## src/rtl/disp_pkg.sv

```systemverilog
// Shared constants for the status-word 7-segment scanner: message codes and glyphs.
// Pure definitions, no logic, no latency.
// No flow control; consumers are combinational lookups.
package disp_pkg;

  typedef logic [2:0] msg_t;
  typedef logic [1:0] char_idx_t;
  typedef logic [6:0] glyph_t;

  localparam msg_t MSG_BLANK = 3'b000;
  localparam msg_t MSG_PARE  = 3'b001;
  localparam msg_t MSG_OCUP  = 3'b010;
  localparam msg_t MSG_SIGA  = 3'b011;
  localparam msg_t MSG_ERRO  = 3'b100;

  // Active-low segments, bit 6 = a ... bit 0 = g.
  localparam glyph_t GLYPH_P     = 7'b0011000;
  localparam glyph_t GLYPH_A     = 7'b0001000;
  localparam glyph_t GLYPH_R     = 7'b1111010;
  localparam glyph_t GLYPH_E     = 7'b0110000;
  localparam glyph_t GLYPH_O     = 7'b0000001;
  localparam glyph_t GLYPH_C     = 7'b0110001;
  localparam glyph_t GLYPH_U     = 7'b1000001;
  localparam glyph_t GLYPH_S     = 7'b0100100;
  localparam glyph_t GLYPH_I     = 7'b1111001;
  localparam glyph_t GLYPH_G     = 7'b0000100;
  localparam glyph_t GLYPH_BLANK = 7'b1111111;

endpackage

```

## src/rtl/seg_glyph_rom.sv

```systemverilog
// Maps (message code, character position 0..3) to the active-low glyph of that character.
// Purely combinational, zero latency.
// No flow control; undefined codes yield a blank glyph.
module seg_glyph_rom
  import disp_pkg::*;
(
  input  msg_t      code,
  input  char_idx_t pos,
  output glyph_t    glyph
);

  // Word lookup; position 0 is the leftmost character of the word.
  always_comb begin
    glyph = GLYPH_BLANK;
    case (code)
      MSG_PARE: begin
        case (pos)
          2'd0:    glyph = GLYPH_P;
          2'd1:    glyph = GLYPH_A;
          2'd2:    glyph = GLYPH_R;
          default: glyph = GLYPH_E;
        endcase
      end
      MSG_OCUP: begin
        case (pos)
          2'd0:    glyph = GLYPH_O;
          2'd1:    glyph = GLYPH_C;
          2'd2:    glyph = GLYPH_U;
          default: glyph = GLYPH_P;
        endcase
      end
      MSG_SIGA: begin
        case (pos)
          2'd0:    glyph = GLYPH_S;
          2'd1:    glyph = GLYPH_I;
          2'd2:    glyph = GLYPH_G;
          default: glyph = GLYPH_A;
        endcase
      end
      MSG_ERRO: begin
        case (pos)
          2'd0:    glyph = GLYPH_E;
          2'd1:    glyph = GLYPH_R;
          2'd2:    glyph = GLYPH_R;
          default: glyph = GLYPH_O;
        endcase
      end
      default: glyph = GLYPH_BLANK;
    endcase
  end

endmodule

```

## src/rtl/seg_scan_display.sv

```systemverilog
// Multiplexed common-anode scanner showing a 4-letter status word with guard blanking and blink.
// seg/an/frame_done registered: 1 cycle after the internal scan state; msg applied at frame wrap.
// No backpressure; msg is sampled only on the wrap tick, changes in between are ignored.
module seg_scan_display
  import disp_pkg::*;
#(
  parameter int DIGITS       = 4,
  parameter int CLK_DIV      = 50000,
  parameter int GUARD        = 2,
  parameter int BLINK_FRAMES = 64
) (
  input  logic              clock,
  input  logic              reset_n,
  input  logic [2:0]        msg,
  input  logic              blink_en,
  output logic [6:0]        seg,
  output logic [DIGITS-1:0] an,
  output logic              frame_done
);

  localparam int PW = $clog2(CLK_DIV);
  localparam int IW = $clog2(DIGITS);
  localparam int FW = (BLINK_FRAMES > 1) ? $clog2(BLINK_FRAMES) : 1;

  logic [PW-1:0] pcnt;
  logic [IW-1:0] idx;
  msg_t          msg_q;
  logic [FW-1:0] fcnt;
  logic          blink_on;

  logic          tick;
  logic          wrap;
  logic          frame_last;
  logic [IW:0]   rel;
  logic          lead_blank;
  char_idx_t     pos;
  glyph_t        rom_glyph;
  glyph_t        cur_glyph;
  logic          in_guard;
  logic [IW-1:0] an_sel;
  logic [DIGITS-1:0] an_next;

  assign tick       = (pcnt == PW'(CLK_DIV - 1));
  assign wrap       = tick && (idx == IW'(DIGITS - 1));
  assign frame_last = (fcnt == FW'(BLINK_FRAMES - 1));

  // Word sits in the rightmost four slots; a negative offset (MSB set) means a leading blank slot.
  assign rel        = {1'b0, idx} - (IW+1)'(DIGITS - 4);
  assign lead_blank = rel[IW];
  assign pos        = rel[1:0];

  seg_glyph_rom u_rom (
    .code  (msg_q),
    .pos   (pos),
    .glyph (rom_glyph)
  );

  assign cur_glyph = lead_blank ? GLYPH_BLANK : rom_glyph;
  assign in_guard  = ({1'b0, pcnt} < (PW+1)'(GUARD));
  assign an_sel    = IW'(DIGITS - 1) - idx;

  // Anode for the current slot; dark during guard, blink-off phase or for blank characters.
  always_comb begin
    an_next = '1;
    if (!(in_guard || (blink_en && !blink_on) || (cur_glyph == GLYPH_BLANK))) begin
      an_next[an_sel] = 1'b0;
    end
  end

  // Prescaler and slot index: one slot per CLK_DIV cycles, wrapping after the last digit.
  always_ff @(posedge clock or negedge reset_n) begin
    if (!reset_n) begin
      pcnt <= '0;
      idx  <= '0;
    end else if (tick) begin
      pcnt <= '0;
      idx  <= wrap ? '0 : idx + 1'b1;
    end else begin
      pcnt <= pcnt + 1'b1;
    end
  end

  // Frame-boundary state: message latch, frame counter and blink phase advance only on wrap.
  always_ff @(posedge clock or negedge reset_n) begin
    if (!reset_n) begin
      msg_q    <= MSG_BLANK;
      fcnt     <= '0;
      blink_on <= 1'b1;
    end else if (wrap) begin
      msg_q <= msg;
      fcnt  <= frame_last ? '0 : fcnt + 1'b1;
      if (frame_last) begin
        blink_on <= ~blink_on;
      end
    end
  end

  // Registered pin drivers so segments and anodes switch together, glitch-free.
  always_ff @(posedge clock or negedge reset_n) begin
    if (!reset_n) begin
      seg        <= GLYPH_BLANK;
      an         <= '1;
      frame_done <= 1'b0;
    end else begin
      seg        <= cur_glyph;
      an         <= an_next;
      frame_done <= wrap;
    end
  end

endmodule
```

## config.mk

```make
export PLATFORM = sky130hd
export DESIGN_NAME = seg_scan_display
export DESIGN_NICKNAME = d
export VERILOG_FILES = /design/src/rtl/disp_pkg.sv /design/src/rtl/seg_glyph_rom.sv /design/src/rtl/seg_scan_display.sv
export SDC_FILE = /design/constraint.sdc
export NUM_CORES = 1
export LEC_CHECK = 0
export CELL_PAD_IN_SITES_DETAIL_PLACEMENT = 0
export CELL_PAD_IN_SITES_GLOBAL_PLACEMENT = 1
export CORE_ASPECT_RATIO = 0.6
export CORE_MARGIN = 2
export CORE_UTILIZATION = 50
export CTS_BUF_LIST = sky130_fd_sc_hd__clkbuf_4 sky130_fd_sc_hd__clkbuf_8
export DETAILED_ROUTE_END_ITERATION = 6
export GPL_ROUTABILITY_DRIVEN = 1
export PLACE_DENSITY_LB_ADDON = 0.1
export SYNTH_ARGS = -nofsm -noshare
export SYNTH_HDL_FRONTEND = slang
export SYNTH_SLANG_ARGS = --single-unit
```

## constraint.sdc

```tcl
create_clock -name clock -period 3.7 [get_ports clock]
set_input_delay 0.74 -clock clock [delete_from_list [all_inputs] [get_ports clock]]
set_output_delay 0.74 -clock clock [all_outputs]
set_load 0.005 [all_outputs]
```

-- Yosys cells after proc, flatten, opt, wreduce, memory -nomap -nowiden
Index checks and enable logic that the tools add are counted.
- bitwise logic cells: 2
- equality and inequality tests: 10
- reduce and logical (&&, ||, !) cells: 9
- muxes and demuxes: 11
- magnitude comparators: 3
- add/subtract/negate cells: 4
- operators with widths (operator ; number):
    $pmux 7 s3 ; 3
    $pmux 7 s4 ; 1
    $add 16x1->16 const B ; 1
    $eq 16x16->1 const B ; 1
    $lt 16x2->1 const B ; 1
    $mux 16 ; 1
    $pmux 7 s2 ; 1
    $eq 7x7->1 const B ; 1
    $add 6x1->6 const B ; 1
    $eq 3x2->1 const B ; 2
    $eq 6x6->1 const B ; 1
    $mux 6 ; 1
    $eq 2x2->1 const B ; 2
    $mux 4 ; 1
    $not 4->4 ; 1
    $eq 3x1->1 const B ; 1
    $eq 3x3->1 const B ; 1
    $logic_and 1x1->1 ; 3
    $lt 2x3->1 const B ; 1
    $add 2x1->2 const B ; 1
    $demux 1 s2 ; 1
    $eq 2x1->1 const B ; 1
    $ge 2x1->1 const B ; 1
    $logic_not 2->1 ; 1
    other kinds (8) ; 9
- register bits after elaboration: 40
- word-level logic and storage cells: 47

-- Longest topological paths before layout
- depth in word-level cells: 7
- mapped depth: 6

-- Cells and area by module
Synthesis repeated with hierarchy kept, for this count alone.
- cells, all modules: 194
- area total of the unflattened synthesis: 2067.0 µm²
- by module, submodules not included (module ; area an instance (µm²) ; cells each ; times used):
    seg_scan_display ; 1752.9 ; 148 ; 1
    seg_glyph_rom ; 314.1 ; 46 ; 1

-- Least setup slack after synthesis
OpenSTA, ideal clock, no wires.
- kind: reg-to-reg
- start: reg pcnt[12]
- end: reg fcnt[0]
- library setup time: 0.128 ns
- cell stages (with the launch flop): 5
- period minus slack after synthesis: 2.030 ns
- data arrival time: 1.902 ns
- buffers on the path: 0
- path slack: 1.670 ns
- path through: dfrtp_1 > or4_4 > or4_1 > nor2_1 > mux2_1
- longest elaborated chain between the ends: 2
- ends and longest elaborated chain (element ; line ; source):
    from (decl) ; seg_scan_display.sv:25 ; logic [PW-1:0] pcnt;
    from (signal assigned) ; seg_scan_display.sv:79 ; pcnt <= pcnt + 1'b1;
    $eq 16x16->1 ; seg_scan_display.sv:43 ; assign tick = (pcnt == PW'(CLK_DIV - 1));
    $logic_and 1x1->1 ; seg_scan_display.sv:44 ; assign wrap = tick && (idx == IW'(DIGITS - 1));
    named net wrap ; seg_scan_display.sv:32 ; logic wrap;
    to (signal assigned) ; seg_scan_display.sv:91 ; fcnt <= frame_last ? '0 : fcnt + 1'b1;
    to (decl) ; seg_scan_display.sv:28 ; logic [FW-1:0] fcnt;
The timed path passes the listed nets, and every way through them passes these cells.
A chain may end at the register's enable or synchronous reset.

-- Worst setup path in the final report
- start: reg pcnt[1]
- end: reg msg_q[1]
- longest elaborated chain between the ends: 2
- ends and longest elaborated chain (element ; line ; source):
    $eq 16x16->1 ; seg_scan_display.sv:43 ;
    $logic_and 1x1->1 ; seg_scan_display.sv:44 ;
    to (signal assigned) ; seg_scan_display.sv:90 ; msg_q <= msg;
    to (decl) ; seg_scan_display.sv:27 ; msg_t msg_q;
No other way between the ends.

==> impl_metrics.toml <==
[logic_synthesis]
yosysTopAreaCellShare_pct = 35.5
ys_ff_latch = 40
yosysUniqueCellTypes = 42
syn-num-nets = 201
ys_top_cells_by_area = "dfrtp_1 35%, dfstp_2 16%, ha_1 5.1%"
synth.largest_area_cell = "dfrtp_1"
synth_cells = 187
yosysWarningCount = 0
ys.flop_type = "dfrtp_1"
synth_edf_count = 0
yosysSeqAreaShare_pct = 51.4
synth_top_family_by_area = "simple AND/OR/NAND/NOR gates"
syn_area_per_cell_um2 = 10.6
muxShareOfSynthArea_pct = 3.86
synth_compound_area_share_pct = 7.35
synth_adder_area_share_pct = 5.07
synth-xor-area-share_pct = 7.54
ys_async_sr_fraction_pct = 100
synthSimpleGateAreaFrac_pct = 22.2
synthesis.area_um2 = 1980

[timing]
slew_violations = 0
slew_headroom_pct = 43.6
post-route-period-util_pct = 62.4
fmax_mhz = 433
fin_skew_ns = 0.00802
fin_crit_ns = 2.31
tns_ns = 0
rsz0062_at_grt = "no"
finalHoldViolations = 0
setup_violations = 0
worst_slew_pin_slew_ns = 0.846

[cts]
cts_num_sinks = 40
htree_levels = 2
tritoncts = "yes"
path_clk_slew_ns = 0.07
numCtsBuffers = 5
clk_root_buffer_cell = "clkbuf_8"
insertion_delay_ns = 0.29
post-cts-setup-buffers = 0
cts_resized = 0
ctsLongestPathBuffers = 2
holdBufCountCts = 0

[hold_path]
min_to = "pcnt[0]$_DFF_PN0_"
hp-class = "flip-flop to flip-flop"
hp-start = "pcnt[0]$_DFF_PN0_"
hold_depth = 1

[drt]
vias_per_cell = 5.63
wl_met1_um = 2040
wl_um = 3760
drtIter0Drc = 112
first_pass_iters = 4
met2_length_um = 1430
drc_errors = 0
top_layer = "met4"
final_antenna_net_count = 0
wl_per_cell_um = 14.9
wl_met3_um = 225
vias = 1418

[global_routing]
grt_max_degree = 41
grt_usage_pct = 18.6
grt_antenna_before_repair = 0
grt_pass1_wl_um = 6180
grt_pass1_vias = 1236
grt-ovfl-total = 0

[layout]
fin_util_pct = 61.3
multi_input_area_um2 = 908
final_nets = 218
drive_gt1_share_pct = 15.6
syn_to_final_growth_pct = 15.5
fillCellCount = 299
register_area_um2 = 1020
layout_commonest_cell = "dfrtp_1"
final_cell_mix = "28 x dfrtp_1, 20 x nor2_1, 16 x clkdlybuf4s50_1"
diodes = 0

[floorplanning]
core-area_um2 = 3720
fp.dieW_um = 85.2
row_count = 17
die_y_um = 52.7
dieArea_um2 = 4490
io_pins = 18
initial_core_util_pct = 53.1

[critical_path]
reg2reg_slack_ns = 1.39
crit_type = "flip-flop to flip-flop"
end_kind = "flip-flop"
timing.rr.end = "msg_q[1]$_DFFE_PN0P_"
r2r_start = "pcnt[1]$_DFF_PN0_"
crit_required_ns = 3.88
critPathArrivalTime_ns = 2.49
critPathMaxFanout = 7
r2r_cells = 5
worstSetupStartpointType = "flip-flop"

[power_and_ir_drop]
peakVddDrop_mv = 0.295
p_leak_nw = 0.971
p_per_area_nw_per_um2 = 374

[placement]
gp_congestion = 0.819
numPortBuffers = 17
place_hpwl_um = 2800

[outcome]
status = "completed"

[run]
cap_violations = 0
[power breakdown]
part | internal (mW) | switching [mW]
Clock | 0.207 | 0.143
Sequential | 0.451 | 0.00727
Combinational | 0.0241 | 0.0215
Total | 0.682 | 0.172
[flip-flops by register name, summed over array words and instances (netlist names)]
| register | cells |
|---|---|
| pcnt | 16 |
| idx | 2 |
| fcnt | 6 |
| frame_done | 1 |
| msg_q | 3 |
| an | 4 |
| blink_on | 1 |
| seg | 7 |
[area by class of cell]
cell class,count,share of cell area [%]
sequential,40,44.5
inverter,6,0.987
multi-input combinational,134,39.8
clock inverter,2,1.54
tap,47,2.58
clock buffer,6,3.34
timing repair buffer,17,7.24
[worst max path at each step]
stage / from / endpoint / depth (start not counted)
after floorplan: pcnt[12]$_DFF_PN0_ / fcnt[0]$_DFFE_PN0P_ / 4
after global placement: pcnt[0]$_DFF_PN0_ / fcnt[1]$_DFFE_PN0P_ / 5
after detailed placement: pcnt[1]$_DFF_PN0_ / msg_q[2]$_DFFE_PN0P_ / 5
after CTS: pcnt[1]$_DFF_PN0_ / msg_q[2]$_DFFE_PN0P_ / 5
after global routing: pcnt[0]$_DFF_PN0_ / msg_q[0]$_DFFE_PN0P_ / 5
final: pcnt[1]$_DFF_PN0_ / msg_q[1]$_DFFE_PN0P_ / 5
[worst max-delay path: stages (launching register included)]
cell and delay, ns:
dfrtp_1 0.39, ha_1 0.20, nand3_1 0.25, nor3_1 0.67
nand3_1 0.34, mux2_2 0.35
[kinds of logic (layout without fill, tap and decap cells)]
| group | count (synthesis) | after routing |
|---|---|---|
| fa+ha+maj | 8 | 8 |
| mux | 7 | 7 |
| flops | 40 | 40 |
| simple gates | 80 | 80 |
| compound gates | 22 | 22 |
| buf+inv | 13 | 31 |
| xor+xnor | 17 | 17 |
[Yosys cell counts (all sizes together), types with 6 or more instances]
| master | n |
|---|---|
| dfrtp | 28 |
| nor2 | 21 |
| nand2 | 14 |
| dfstp | 12 |
| xnor2 | 11 |
| nand3 | 10 |
| ha | 8 |
| nand4 | 7 |
| inv | 6 |
| nor4 | 6 |
| xor2 | 6 |
[layer usage]
layer / global-route usage (%) / up-vias
li1: - / 691
met5: 0 / -
met2: 23.4 / 39
met4: 7.14 / 0
met3: 5.20 / 7
met1: 29.2 / 681
[per-stage QoR]
stage	power [mW]	cells	instance area (µm²)	hold WS, ns	setup WS, ns
2_1_floorplan	0.481	187	1980	0.444	1.67
3_3_place_gp	0.510	244	2170	0.467	1.52
3_5_place_dp	0.512	244	2170	0.479	1.40
4_1_cts	0.865	252	2280	0.490	1.39
5_1_grt	0.892	252	2280	0.506	1.13
6_report	0.853	252	2280	0.488	1.39
Note: power is estimated with default switching activity, not from simulation.
